===== src/rtl/ldpc_mem_pkg.sv =====
// Shared constants for the LDPC message-memory arbiters: default widths,
// requester slot assignments and the requester-index width helper.
package ldpc_mem_pkg;

  localparam int DEF_ADDR_WIDTH = 8;
  localparam int DEF_DATA_WIDTH = 8;

  localparam int REQ_CNU    = 0;
  localparam int REQ_VNU    = 1;
  localparam int REQ_LOADER = 2;

  // A single requester still needs a 1-bit index field.
  function automatic int id_width(input int n);
    return (n > 1) ? $clog2(n) : 1;
  endfunction

endpackage


===== src/rtl/ldpc_rr_pick.sv =====
// Combinational round-robin pick: first requester at or after ptr, wrapping.
module ldpc_rr_pick #(
  parameter int NUM_REQ  = 4,
  parameter int ID_WIDTH = 2
) (
  input  logic [NUM_REQ-1:0]  req,
  input  logic [ID_WIDTH-1:0] ptr,
  output logic [NUM_REQ-1:0]  gnt,
  output logic [ID_WIDTH-1:0] idx,
  output logic                any
);

  logic [2*NUM_REQ-1:0] w_dbl;
  logic [2*NUM_REQ-1:0] w_back;
  logic [NUM_REQ-1:0]   w_rot;
  logic [NUM_REQ-1:0]   w_oh;

  // Rotate so ptr sits at bit 0, take the lowest set bit, rotate back.
  always_comb begin
    w_dbl  = {req, req} >> ptr;
    w_rot  = w_dbl[NUM_REQ-1:0];
    w_oh   = '0;
    any    = 1'b0;
    for (int k = 0; k < NUM_REQ; k++) begin
      if (!any && w_rot[k]) begin
        w_oh[k] = 1'b1;
        any     = 1'b1;
      end
    end
    w_back = {{NUM_REQ{1'b0}}, w_oh} << ptr;
    gnt    = w_back[NUM_REQ-1:0] | w_back[2*NUM_REQ-1:NUM_REQ];
    idx    = '0;
    for (int i = 0; i < NUM_REQ; i++) begin
      if (gnt[i]) idx = ID_WIDTH'(i);
    end
  end

endmodule


===== src/rtl/ldpc_ram_arbiter.sv =====
// Round-robin arbiter for one single-port sync-read message RAM.
// Define RAM_ARB_LOCK_EN to add req_lock bursts bounded by MAX_LOCK grants.
module ldpc_ram_arbiter
  import ldpc_mem_pkg::*;
#(
  parameter int NUM_REQ    = 4,
  parameter int ADDR_WIDTH = DEF_ADDR_WIDTH,
  parameter int DATA_WIDTH = DEF_DATA_WIDTH
`ifdef RAM_ARB_LOCK_EN
  , parameter int MAX_LOCK = 16
`endif
) (
  input  logic                          clk,
  input  logic                          rst_n,
  input  logic [NUM_REQ-1:0]            req,
  input  logic [NUM_REQ-1:0]            req_we,
`ifdef RAM_ARB_LOCK_EN
  input  logic [NUM_REQ-1:0]            req_lock,
`endif
  input  logic [NUM_REQ*ADDR_WIDTH-1:0] req_addr,
  input  logic [NUM_REQ*DATA_WIDTH-1:0] req_wdata,
  output logic [NUM_REQ-1:0]            gnt,
  output logic                          rvalid,
  output logic [id_width(NUM_REQ)-1:0]  rid,
  output logic [DATA_WIDTH-1:0]         rdata,
  output logic                          ram_cs,
  output logic                          ram_we,
  output logic [ADDR_WIDTH-1:0]         ram_addr,
  output logic [DATA_WIDTH-1:0]         ram_wdata,
  input  logic [DATA_WIDTH-1:0]         ram_rdata
);

  localparam int ID_WIDTH = id_width(NUM_REQ);

  logic [ID_WIDTH-1:0] r_ptr;
  logic [ID_WIDTH-1:0] r_rid;
  logic                r_rvalid;
  logic [NUM_REQ-1:0]  w_pick;
  logic [ID_WIDTH-1:0] w_idx;
  logic [ID_WIDTH-1:0] w_idx_inc;
  logic [ID_WIDTH-1:0] w_ptr_nxt;
  logic                w_found;
  logic                w_any;

  ldpc_rr_pick #(.NUM_REQ(NUM_REQ), .ID_WIDTH(ID_WIDTH)) u_pick (
    .req (req),
    .ptr (r_ptr),
    .gnt (w_pick),
    .idx (w_idx),
    .any (w_found)
  );

  // Grants are masked during reset so the RAM sees no access while rst_n is low.
  assign w_any     = w_found & rst_n;
  assign gnt       = rst_n ? w_pick : '0;
  assign ram_cs    = w_any;
  assign ram_we    = w_any & req_we[w_idx];
  assign ram_addr  = req_addr[w_idx*ADDR_WIDTH +: ADDR_WIDTH];
  assign ram_wdata = req_wdata[w_idx*DATA_WIDTH +: DATA_WIDTH];
  assign w_idx_inc = (w_idx == ID_WIDTH'(NUM_REQ-1)) ? '0 : w_idx + 1'b1;

  assign rvalid = r_rvalid;
  assign rid    = r_rid;
  assign rdata  = ram_rdata;

`ifdef RAM_ARB_LOCK_EN
  localparam int LOCK_W = id_width(MAX_LOCK + 1);

  logic [LOCK_W-1:0] r_lock_cnt;
  logic [LOCK_W-1:0] w_cnt_nxt;
  logic              w_locked;

  assign w_locked = w_any & req_lock[w_idx];

  // Parking ptr on the holder keeps its grant; the last allowed locked grant
  // moves ptr past it so one arbitration round runs before it can lock again.
  always_comb begin
    w_ptr_nxt = w_idx_inc;
    w_cnt_nxt = '0;
    if (w_locked && (r_lock_cnt < LOCK_W'(MAX_LOCK - 1))) begin
      w_ptr_nxt = w_idx;
      w_cnt_nxt = r_lock_cnt + 1'b1;
    end
  end

  always_ff @(posedge clk or negedge rst_n) begin
    if (!rst_n) r_lock_cnt <= '0;
    else        r_lock_cnt <= w_cnt_nxt;
  end
`else
  assign w_ptr_nxt = w_idx_inc;
`endif

  always_ff @(posedge clk or negedge rst_n) begin
    if (!rst_n) begin
      r_ptr    <= '0;
      r_rvalid <= 1'b0;
      r_rid    <= '0;
    end else begin
      r_rvalid <= w_any & ~req_we[w_idx];
      if (w_any) begin
        r_rid <= w_idx;
        r_ptr <= w_ptr_nxt;
      end
    end
  end

endmodule


===== config.mk =====
export PLATFORM = sky130hd
export DESIGN_NAME = ldpc_ram_arbiter
export DESIGN_NICKNAME = d
export VERILOG_FILES = /design/src/rtl/ldpc_mem_pkg.sv /design/src/rtl/ldpc_rr_pick.sv /design/src/rtl/ldpc_ram_arbiter.sv
export SDC_FILE = /design/constraint.sdc
export NUM_CORES = 1
export LEC_CHECK = 0
export BUFFER_PORTS_ARGS = -buffer_cell sky130_fd_sc_hd__clkbuf_2
export CORE_MARGIN = 4
export CORE_UTILIZATION = 33
export DETAILED_ROUTE_END_ITERATION = 8
export PLACE_DENSITY = 0.93
export SYNTH_ARGS = -nofsm -noshare
export SYNTH_HDL_FRONTEND = slang
export SYNTH_SLANG_ARGS = --single-unit

===== constraint.sdc =====
create_clock -name clk -period 2 [get_ports clk]
set_input_delay 0.2 -clock clk [delete_from_list [all_inputs] [get_ports clk]]
set_output_delay 0.2 -clock clk [all_outputs]
set_load 0.05 [all_outputs]

==> results by group, run 1 <==
Outcome
  – Status: finished, violations left
  – Failing checks: setup timing

Cells and area
  – Post-layout nets: 302
  – ANT cells: 0
  – Synth-to-Final Area Change: 106%
  – Post-route cell area: 1920 µm²
  – Final Instance Count excl. Fillers: 250
  – Most frequent cells in the layout: 80 x clkbuf_2, 16 x o32ai_1, 16 x a21oi_2, 16 x buf_8, 11 x o22ai_2
  – Layout cells sized above 1: 0.740
  – Most common cell after layout, fill and taps aside: clkbuf_2

Worst setup path
  – Worst path required time: 1800 ps
  – Worst EP arrival: 1920 ps
  – Startpoint Class: flip-flop
  – Max Fanout on Critical Path: 6
  – CP Class: flip-flop to output port
  – Critical Path Sink Type: output port

Clock tree
  – Clock sink count: 5
  – Clock latency on the worst-skew pair: 240 ps
  – Max Root-Sink Buffers: 2
  – Root buf cell: clkbuf_4
  – CTS buffer count: 3
  – H-tree levels: 1
  – Clock slew at reported path FFs: 40 ps
  – CTS tree: built

STA
  – Hold_ws: 330 ps
  – Fin. Hold Viols: 0
  – Period utilization: 1.06
  – Final Skew: 2.97 ps
  – Min cycle time layout: 2120 ps
  – Slew headroom: 0.767
  – Setup Viol. Count Final: 18
  – Max Slew Vio Count: 0
  – Final Worst Setup Slack: -118 ps
  – Unrepaired setup endpoints after global routing: true
  – FMAX: 0.472 GHz
  – Worst-Margin Slew: 348 ps

Synthesis
  – Post-synthesis sequential area ratio: 0.134
  – Post-Syn Area per Cell: 7.66 µm²
  – Synth area leaders: o32ai_1 15%, dfrtp_1 13%, o22ai_1 11%
  – Yosys warning total: 0
  – Synth Register Bits: 5
  – Syn Inst Count: 122
  – Post-Syn Nets: 204
  – Syn Std Cell Area: 935 µm²
  – Post-synth top area cell: o32ai_1
  – Proportion of netlist area held by the largest area contributor: 0.150
  – Distinct cells, synth: 33

Drt
  – Wire per inst: 16.3 µm
  – Vias: 1418
  – 1st-iter DRT viols: 56
  – Drt pass-1 iters: 4
  – Post-route antenna net violation count: 0
  – Via density: 5.67
  – Routed WL: 4.07 mm
  – Drt drc: 0

Placement
  – Post-Place Worst Slack: 24.2 ps
  – IO buf count: 98
  – Placed Cells: 243
  – RePlAce Congestion: 0.900
  – Cell area after placement: 1450 µm²
  – Final HPWL DP: 2.94 mm

Run
  – MaxCap Viol Count: 0

Die
  – Initial core utilization: 0.342
  – # rows: 19
  – Ports: 115
  – Die ar.: 3750 µm²
  – CORE AREA: 2730 µm²
  – Chip Width: 61.2 µm
  – Die H: 61.2 µm

Global route
  – Initial antenna violation count: 0
  – Gr usage total: 0.205
  – First-pass GRT wire length: 5.95 mm
  – GRT overflow: 0
  – Number of global-route vias before repair: 1414
  – Largest net degree at the start of global routing: 18

Power
  – Tot Pwr: 1700 µW
  – VDD IR max: 0.676 mV
  – Leak: 0.000894 µW
  – Pwr per Cell Area: 883 nW/µm²

Worst hold path
  – Hold Path Class: primary input to asynchronous set/reset pin
[cell usage after synthesis (all sizes together)]
library cell  number
nand2              6
nor3               1
clkbuf             1
inv                5
mux2i              1
a32o               1
a21oi             20
o32ai             17
nor2b              3
and2               2
o21a               1
nand3              3
o21ai              5
nand2b             1
nor3b              1
buf               20
dfrtp              5
o22ai             17
o41ai              1
o211a              2
nor2               4
o2111ai            1
a31oi              1
a21o               3
[report_power, final]
group          switching [µW]  leakage (µW)  internal, µW
logic                     840      0.000820           597
registers                20.3     0.0000592           123
clock network            42.8     0.0000150          75.5
total                     903      0.000894           796
[worst max-delay path: stages (launching register included)]
cell and delay, ps:
dfrtp_2 430, mux2i_4 260, o22ai_4 110, o2111ai_4 280, buf_6 180, o22ai_2 90, a21oi_2 150, buf_8 160
[flip-flops by register name (all words and copies together) (netlist names)]
name    cells
rvalid      1
rid         2
r_ptr       2
[kinds of logic after synthesis]
group                  synth area share
buffers and inverters             0.189
and+or+nand+nor                   0.120
DFF                               0.134
muxes                            0.0107
AOI/OAI and AO/OA                 0.546
[per-layer routing]
metal | global-route usage | part of all wire | wire length, µm
met2 | 0.406 | 0.57 | 2310
met1 | 0.219 | 0.34 | 1390
met4 | 0.0526 | 0.0061 | 25
met3 | 0.0377 | 0.085 | 346
met5 | 0 | 0 | 0
[layout make-up]
| cell class | instances | area [µm²] |
|---|---|---|
| inverters | 5 | 18.8 |
| repair buffers | 114 | 841 |
| flip-flops and latches | 5 | 128 |
| well taps | 31 | 38.8 |
| fillers | 236 | 810 |
| clock buffers | 4 | 26.3 |
| multi-input cells | 91 | 872 |
[metrics by stage]
stage / util / TNS (ps)
finish: 0.704 / -1650
global route: 0.704 / -3780
CTS: 0.675 / -2150
detailed placement: 0.529 / 0
global placement: 0.529 / 0
floorplan: - / -2730
[timing repair]
| item | in CTS | in global routing |
|---|---|---|
| cloned | 1 | 0 |
| hold buffers | 1 | 0 |
| pin swaps | 16 | 5 |
| endpoints found under the hold margin | 5 | 0 |
| buffers inserted | 1 | 0 |
| endpoints found under the setup margin | 18 | 18 |
| gates resized for setup | 74 | 26 |
[worst paths after layout]
kind / startpoint / endpoint / slack [ps] / cells past startpoint
min in group clk: ram_rdata[1] / rdata[1] / 400 / 0
hold reg to reg: rid[0] / rid[0] / 480 / 1
setup reg to reg: r_ptr[1] / rvalid / 310 / 6
setup / recovery: r_ptr[1] / ram_addr[5] / -120 / 7
max in group asynchronous: rst_n / r_ptr[0] / 1480 / 2
hold / removal: rst_n / r_ptr[1] / 330 / 2
No activity file was read; power rests on OpenSTA's default activity.
==> inputs of run 2 (changes only) <==
Settings changed: BUFFER_PORTS_ARGS -buffer_cell sky130_fd_sc_hd__clkbuf_2 to default, CORE_UTILIZATION 33 to 60, DONT_BUFFER_PORTS from default to 1, PLACE_DENSITY 0.93 to 0.87.
==> results by group, run 2 <==
STA
  – GRT worst endpoint: ram_wdata[5]
  – Worst ep type: primary output

Synthesis
  – Post-synthesis sequential area ratio: 0.134
  – Post-Syn Area per Cell: 7.66 µm²
  – Commonest cells post-synth: 19 x a21oi_1, 16 x o22ai_1, 16 x o32ai_1
  – Top_reg_cell synth: dfrtp_1
  – Distinct cells, synth: 33
  – Post-synth top area cell: o32ai_1
  – Syn Std Cell Area: 935 µm²
  – Synth Register Bits: 5
  – Post-Syn Nets: 204
  – Proportion of netlist area held by the largest area contributor: 0.150
  – Most common cell in the netlist: a21oi_1
  – EDFF count, synth: 0
  – Syn Inst Count: 122
  – Post-synth ARST share: 1.00
  – Synth area leaders: o32ai_1 15%, dfrtp_1 13%, o22ai_1 11%
  – Yosys warning total: 0

Placement
  – Final HPWL DP: 2.78 mm
  – IO buf count: 0
  – Cell area after placement: 1130 µm²
  – Placed Cells: 150
  – RePlAce Congestion: 0.743

Clock tree
  – CTS buffer count: 3
  – Clock sink count: 5
  – Root buf cell: clkbuf_4
  – Max Root-Sink Buffers: 2
  – H-tree levels: 1

Die
  – Initial core utilization: 0.676
  – Ports: 115
  – Die H: 47.5 µm
  – # rows: 13
  – Chip Width: 47.5 µm

Outcome
  – Status: did not finish
  – Err: [ERROR DPL-0038] Utilization greater than 100%, impossible to legalize
  – Stopped at: global routing (5_1_grt)

Global route
  – Largest net degree at the start of global routing: 18
[run 2: cell counts after synthesis]
No cell type changed its count.
[run 2: cells by family after synthesis]
family	Yosys count	synth area share
buffers and inverters	26	0.189
DFF	5	0.134
muxes	1	0.0107
and+or+nand+nor	21	0.120
AOI/OAI and AO/OA	69	0.546
[run 2: through the flow]
stage          setup WS, ps  hold slack [ps]
4_1_cts                -104              232
3_3_place_gp            178            -95.4
2_1_floorplan          -268            -95.6
3_5_place_dp           91.7            -95.4
[run 2: repair_timing]
| item | 4_1_cts |
|---|---|
| gates resized for setup | 18 |
| hold buffers | 1 |
| setup buffers | 5 |
| hold endpoints to repair | 5 |
| endpoints found under the setup margin | 19 |
| pin swaps | 10 |
| gates cloned | 1 |
==> inputs of run 3 (changes only) <==
Settings changed: CORE_AREA from default to 4 4 65 67, CORE_MARGIN 4 to default, CORE_UTILIZATION 60 to default, DIE_AREA from default to 0 0 69 71, PLACE_DENSITY 0.87 to default, PLACE_DENSITY_LB_ADDON from default to 0.15.
==> results by group, run 3 (synthesis results as in run 1) <==
Outcome
  – Status: finished, violations left
  – Failing checks: setup timing

Global route
  – GR Util met2: 0.261
  – GRT overflow: 0
  – Met1 Use GR: 0.155
  – Largest net degree at the start of global routing: 18
  – Met3 Use GR: 0.0455
  – Global routing's busiest layer: met2
  – Number of global-route vias before repair: 1137
  – First-pass GRT wire length: 5.69 mm
  – Gr usage total: 0.143
  – Initial antenna violation count: 0

STA
  – Final Worst Setup Slack: -120 ps
  – FMAX: 0.472 GHz
  – Slew headroom: 0.675
  – Fin. Hold Viols: 0
  – Worst-Margin Slew: 487 ps
  – Min cycle time layout: 2120 ps
  – Unrepaired setup endpoints after global routing: true
  – Max Slew Vio Count: 0
  – Final Skew: 4.76 ps
  – Period utilization: 1.06
  – Setup Viol. Count Final: 18

Cells and area
  – Synth-to-Final Area Change: 44.2%
  – Filler Cell Count: 383
  – Layout cells sized above 1: 0.427
  – ANT cells: 0
  – Post-route cell area: 1350 µm²
  – Most frequent cells in the layout: 26 x buf_4, 16 x o22ai_1, 15 x a21oi_1
  – Area of the multi-input gates: 697 µm²
  – Most common cell after layout, fill and taps aside: buf_4
  – Reg area: 128 µm²
  – Final Instance Count excl. Fillers: 191
  – Post-layout nets: 226

Placement
  – Final HPWL DP: 2.84 mm
  – Placed Cells: 180
  – RePlAce Congestion: 0.830
  – Cell area after placement: 1170 µm²
  – IO buf count: 0

Power
  – Pwr per Cell Area: 1120 nW/µm²
  – Leak: 0.000535 µW
  – VDD IR max: 0.280 mV
  – Tot Pwr: 1500 µW

Worst setup path
  – Worst path required time: 1800 ps
  – Critical Path Stages: 7
  – CP max stage delay: 420 ps
  – RR Startpoint: r_ptr[1]
  – Crit path max-delay family: compound AO/OA/AOI/OAI gates
  – Worst setup path startpoint: r_ptr[1]
  – CP max-delay cell: dfrtp_2
  – Worst R2R Path Depth: 7
  – Ordered cell list for the critical path: mux2i_2 -> o22ai_2 -> o2111ai_4 -> buf_12 -> o22ai_1 -> a21oi_1 -> buf_4
  – R2R setup slack: 200 ps
  – CP Class: flip-flop to output port
  – Worst EP arrival: 1920 ps
  – Startpoint Class: flip-flop
  – Max Fanout on Critical Path: 17
  – CP Buf/Inv Count: 2
  – Worst setup path end: ram_wdata[2]
  – Reg-to-Reg End: r_ptr[1]
  – Critical Path Sink Type: output port

Drt
  – Via density: 5.84
  – Drt pass-1 iters: 4
  – Drt drc: 0
  – Wire per inst: 19.4 µm
  – Vias: 1115
  – Routed WL: 3.70 mm
  – 1st-iter DRT viols: 26
  – Post-route antenna net violation count: 0

Die
  – Die ar.: 4900 µm²
  – Chip Width: 69 µm
  – Initial core utilization: 0.257
  – CORE AREA: 3630 µm²
  – # rows: 22
  – Die H: 71 µm
  – Ports: 115

Clock tree
  – Clock latency on the worst-skew pair: 220 ps
  – Clock sink count: 5
  – Max Root-Sink Buffers: 2
  – CTS tree: built
  – Root buf cell: clkbuf_8
  – CTS buffer count: 3
  – Clock slew at reported path FFs: 40 ps
  – H-tree levels: 1

Worst hold path
  – Hold Startpoint: rst_n
  – Hold Path Class: primary input to flip-flop

Run
  – MaxCap Viol Count: 0
==> run 3: power by group <==
group | total, µW | switching (µW) | internal, µW | leakage (µW)
Combinational | 1120 | 675 | 447 | 0.000453
Sequential | 190 | 67.2 | 122 | 0.0000592
Clock | 192 | 54.3 | 137 | 0.0000228
Total | 1500 | 796 | 707 | 0.000535
==> run 3: per-layer routing <==
layer / up-vias / part of all wire
li1: 522 / -
met1: 522 / 0.37
met2: 63 / 0.52
met3: 8 / 0.094
met4: 0 / 0.013
met5: - / 0
==> run 3: what timing repair did <==
action | 4_1_cts | 5_1_grt
gates resized for setup | 10 | 2
endpoints found under the hold margin | 5 | 0
hold buffers | 1 | 0
setup buffers | 6 | 0
pin swaps | 1 | 0
setup endpoints to repair | 18 | 18
==> run 3: through the flow <==
step                worst slack, ps  TNS [ps]  hold slack [ps]   util
detailed placement             8.43         0            -95.3  0.323
global route                   -243     -3200              291  0.371
CTS                            -133     -1450              265  0.369
floorplan                      -268     -2730            -95.6      -
finish                         -120     -1510              264  0.371
global placement               50.0         0            -95.1  0.323
==> run 3: layout make-up <==
| type | instances | area share |
|---|---|---|
| Sequential cell | 5 | 0.0947 |
| Clock buffer | 4 | 0.0334 |
| Timing Repair Buffer | 38 | 0.296 |
| Inverter | 5 | 0.0139 |
| Tap cell | 48 | 0.0446 |
| Multi-Input combinational cell | 91 | 0.517 |
==> run 3: worst min path at each step <==
stage,endpoint,depth (start not counted)
finish,r_ptr[0],3
global route,rid[0],1
CTS,rid[0],1
detailed placement,r_ptr[1],0
global placement,r_ptr[1],0
floorplan,r_ptr[0],0
==> run 3: worst reg2reg max path: stages (launching register included) <==
cell and delay, ps:
dfrtp_2 450, nand2b_1 170, a21oi_2 290, o2111ai_4 150, buf_12 190, buf_4 140
nor2b_1 120, o21ai_0 200
==> inputs of run 4 (changes only) <==
Settings changed: CELL_PAD_IN_SITES_DETAIL_PLACEMENT from default to 0, CELL_PAD_IN_SITES_GLOBAL_PLACEMENT from default to 1, CTS_CLUSTER_SIZE from default to 20, REMOVE_ABC_BUFFERS from default to 1.
==> results by group, run 4 (synthesis results as in run 1) <==
Outcome
  – Status: finished, violations left
  – Failing checks: setup timing

Clock tree
  – Clock slew at reported path FFs: 40 ps
  – H-tree levels: 1
  – Root buf cell: clkbuf_8
  – CTS tree: built
  – Max Root-Sink Buffers: 2
  – Clock sink count: 5
  – Clock latency on the worst-skew pair: 220 ps
  – CTS buffer count: 3

Placement
  – Post-Place Worst Slack: 41.3 ps
  – RePlAce Congestion: 0.772
  – Final HPWL DP: 2.94 mm
  – IO buf count: 0

Cells and area
  – Most common cell after layout, fill and taps aside: buf_4
  – ANT cells: 0
  – Synth-to-Final Area Change: 34.7%
  – Layout cells sized above 1: 0.385
  – Most frequent cells in the layout: 32 x buf_4, 18 x a21oi_1, 15 x o22ai_1
  – Post-layout nets: 226

Global route
  – First-pass GRT wire length: 5.87 mm
  – Number of global-route vias before repair: 1155
  – Initial antenna violation count: 0
  – GRT overflow: 0
  – Largest net degree at the start of global routing: 18
  – Gr usage total: 0.143

Worst setup path
  – CP Class: flip-flop to output port
  – CP max-delay cell: dfrtp_2
  – Crit path max-delay family: compound AO/OA/AOI/OAI gates
  – Max Fanout on Critical Path: 12
  – CP max stage delay: 410 ps
  – CP Buf/Inv Count: 2
  – Worst path required time: 1800 ps
  – Startpoint Class: flip-flop
  – Ordered cell list for the critical path: mux2i_1 -> o22ai_2 -> o2111ai_4 -> buf_12 -> o22ai_1 -> a21oi_1 -> buf_4
  – Critical Path Sink Type: output port
  – Worst EP arrival: 1870 ps
  – Worst setup path startpoint: r_ptr[1]
  – RR Startpoint: r_ptr[1]

Die
  – # rows: 22
  – Die ar.: 4900 µm²
  – Die H: 71 µm
  – Initial core utilization: 0.257
  – Chip Width: 69 µm
  – Ports: 115
  – CORE AREA: 3630 µm²

STA
  – Final Worst Setup Slack: -66.9 ps
  – Min cycle time layout: 2070 ps
  – Period utilization: 1.03
  – FMAX: 0.484 GHz
  – Worst-Margin Slew: 480 ps
  – Unrepaired setup endpoints after global routing: true
  – Hold_ws: 269 ps
  – Fin. Hold Viols: 0
  – Slew headroom: 0.680
  – Final Skew: 0.948 ps
  – Max Slew Vio Count: 0
  – Setup Viol. Count Final: 10

Drt
  – Wire length on met3: 362 µm
  – Drt drc: 0
  – Routed length on met1: 1.49 mm
  – WL met2: 1.92 mm
  – Drt pass-1 iters: 4
  – Via density: 5.96
  – Wire per inst: 19.9 µm
  – DR top layer: met4
  – Post-route antenna net violation count: 0
  – Routed WL: 3.79 mm
  – Vias: 1138
  – 1st-iter DRT viols: 58

Power
  – VDD IR max: 0.377 mV
  – Tot Pwr: 1390 µW
  – Pwr per Cell Area: 1100 nW/µm²
  – Leak: 0.000504 µW

Worst hold path
  – Hold Startpoint: rst_n
  – Hold Path Class: primary input to flip-flop

Run
  – MaxCap Viol Count: 0
-- run 4: layer usage --
layer | GRT usage | vias to the layer above
met5 | 0 | -
met4 | 0.0347 | 0
met3 | 0.0554 | 4
met2 | 0.233 | 84
met1 | 0.176 | 529
li1 | - | 521
-- run 4: power breakdown --
part           leakage, µW  internal [µW]  total, µW  switching [µW]
sequential       0.0000592            122        186            63.5
combinational     0.000422            364       1020             651
clock            0.0000228            137        186            49.2
-- run 4: worst register-to-register path, stage by stage (launching register included) --
cell     delay (ps)
dfrtp_2         430
mux2i_1         140
o22ai_2         240
buf_4           210
nor3b_2          60
o32ai_2         260
and2_1          160
-- run 4: area by class of cell --
class / count / area (µm²)
Inverter: 5 / 18.8
Timing Repair Buffer: 38 / 324
Multi-Input combinational cell: 91 / 683
Clock buffer: 4 / 45.0
Tap cell: 48 / 60.1
Fill cell: 408 / 2370
Sequential cell: 5 / 128
-- run 4: final timing paths --
| check | to | slack (ps) | depth (start not counted) |
|---|---|---|---|
| max | ram_addr[0] | -70 | 7 |
| min | r_ptr[0] | 270 | 3 |
| max reg2reg | rvalid | 430 | 6 |
| min reg2reg | r_ptr[1] | 680 | 3 |
| max in group asynchronous | r_ptr[0] | 1510 | 1 |
| min in group asynchronous | rid[1] | 280 | 1 |
-- run 4: through the flow --
step,utilization,cell area (µm²),TNS [ps],instances
global placement,0.305,1110,0,182
CTS,0.330,1200,-605,191
global route,0.346,1260,-2070,191
detailed placement,0.305,1110,0,182
floorplan,-,777,-8580,101
finish,0.346,1260,-146,191
-- run 4: what timing repair did --
item	CTS	global route
buffers inserted	4	0
hold buffers	1	0
endpoints found under the setup margin	17	18
pin swaps	1	4
resized for setup	3	10
endpoints found under the hold margin	5	0
cloned	0	0
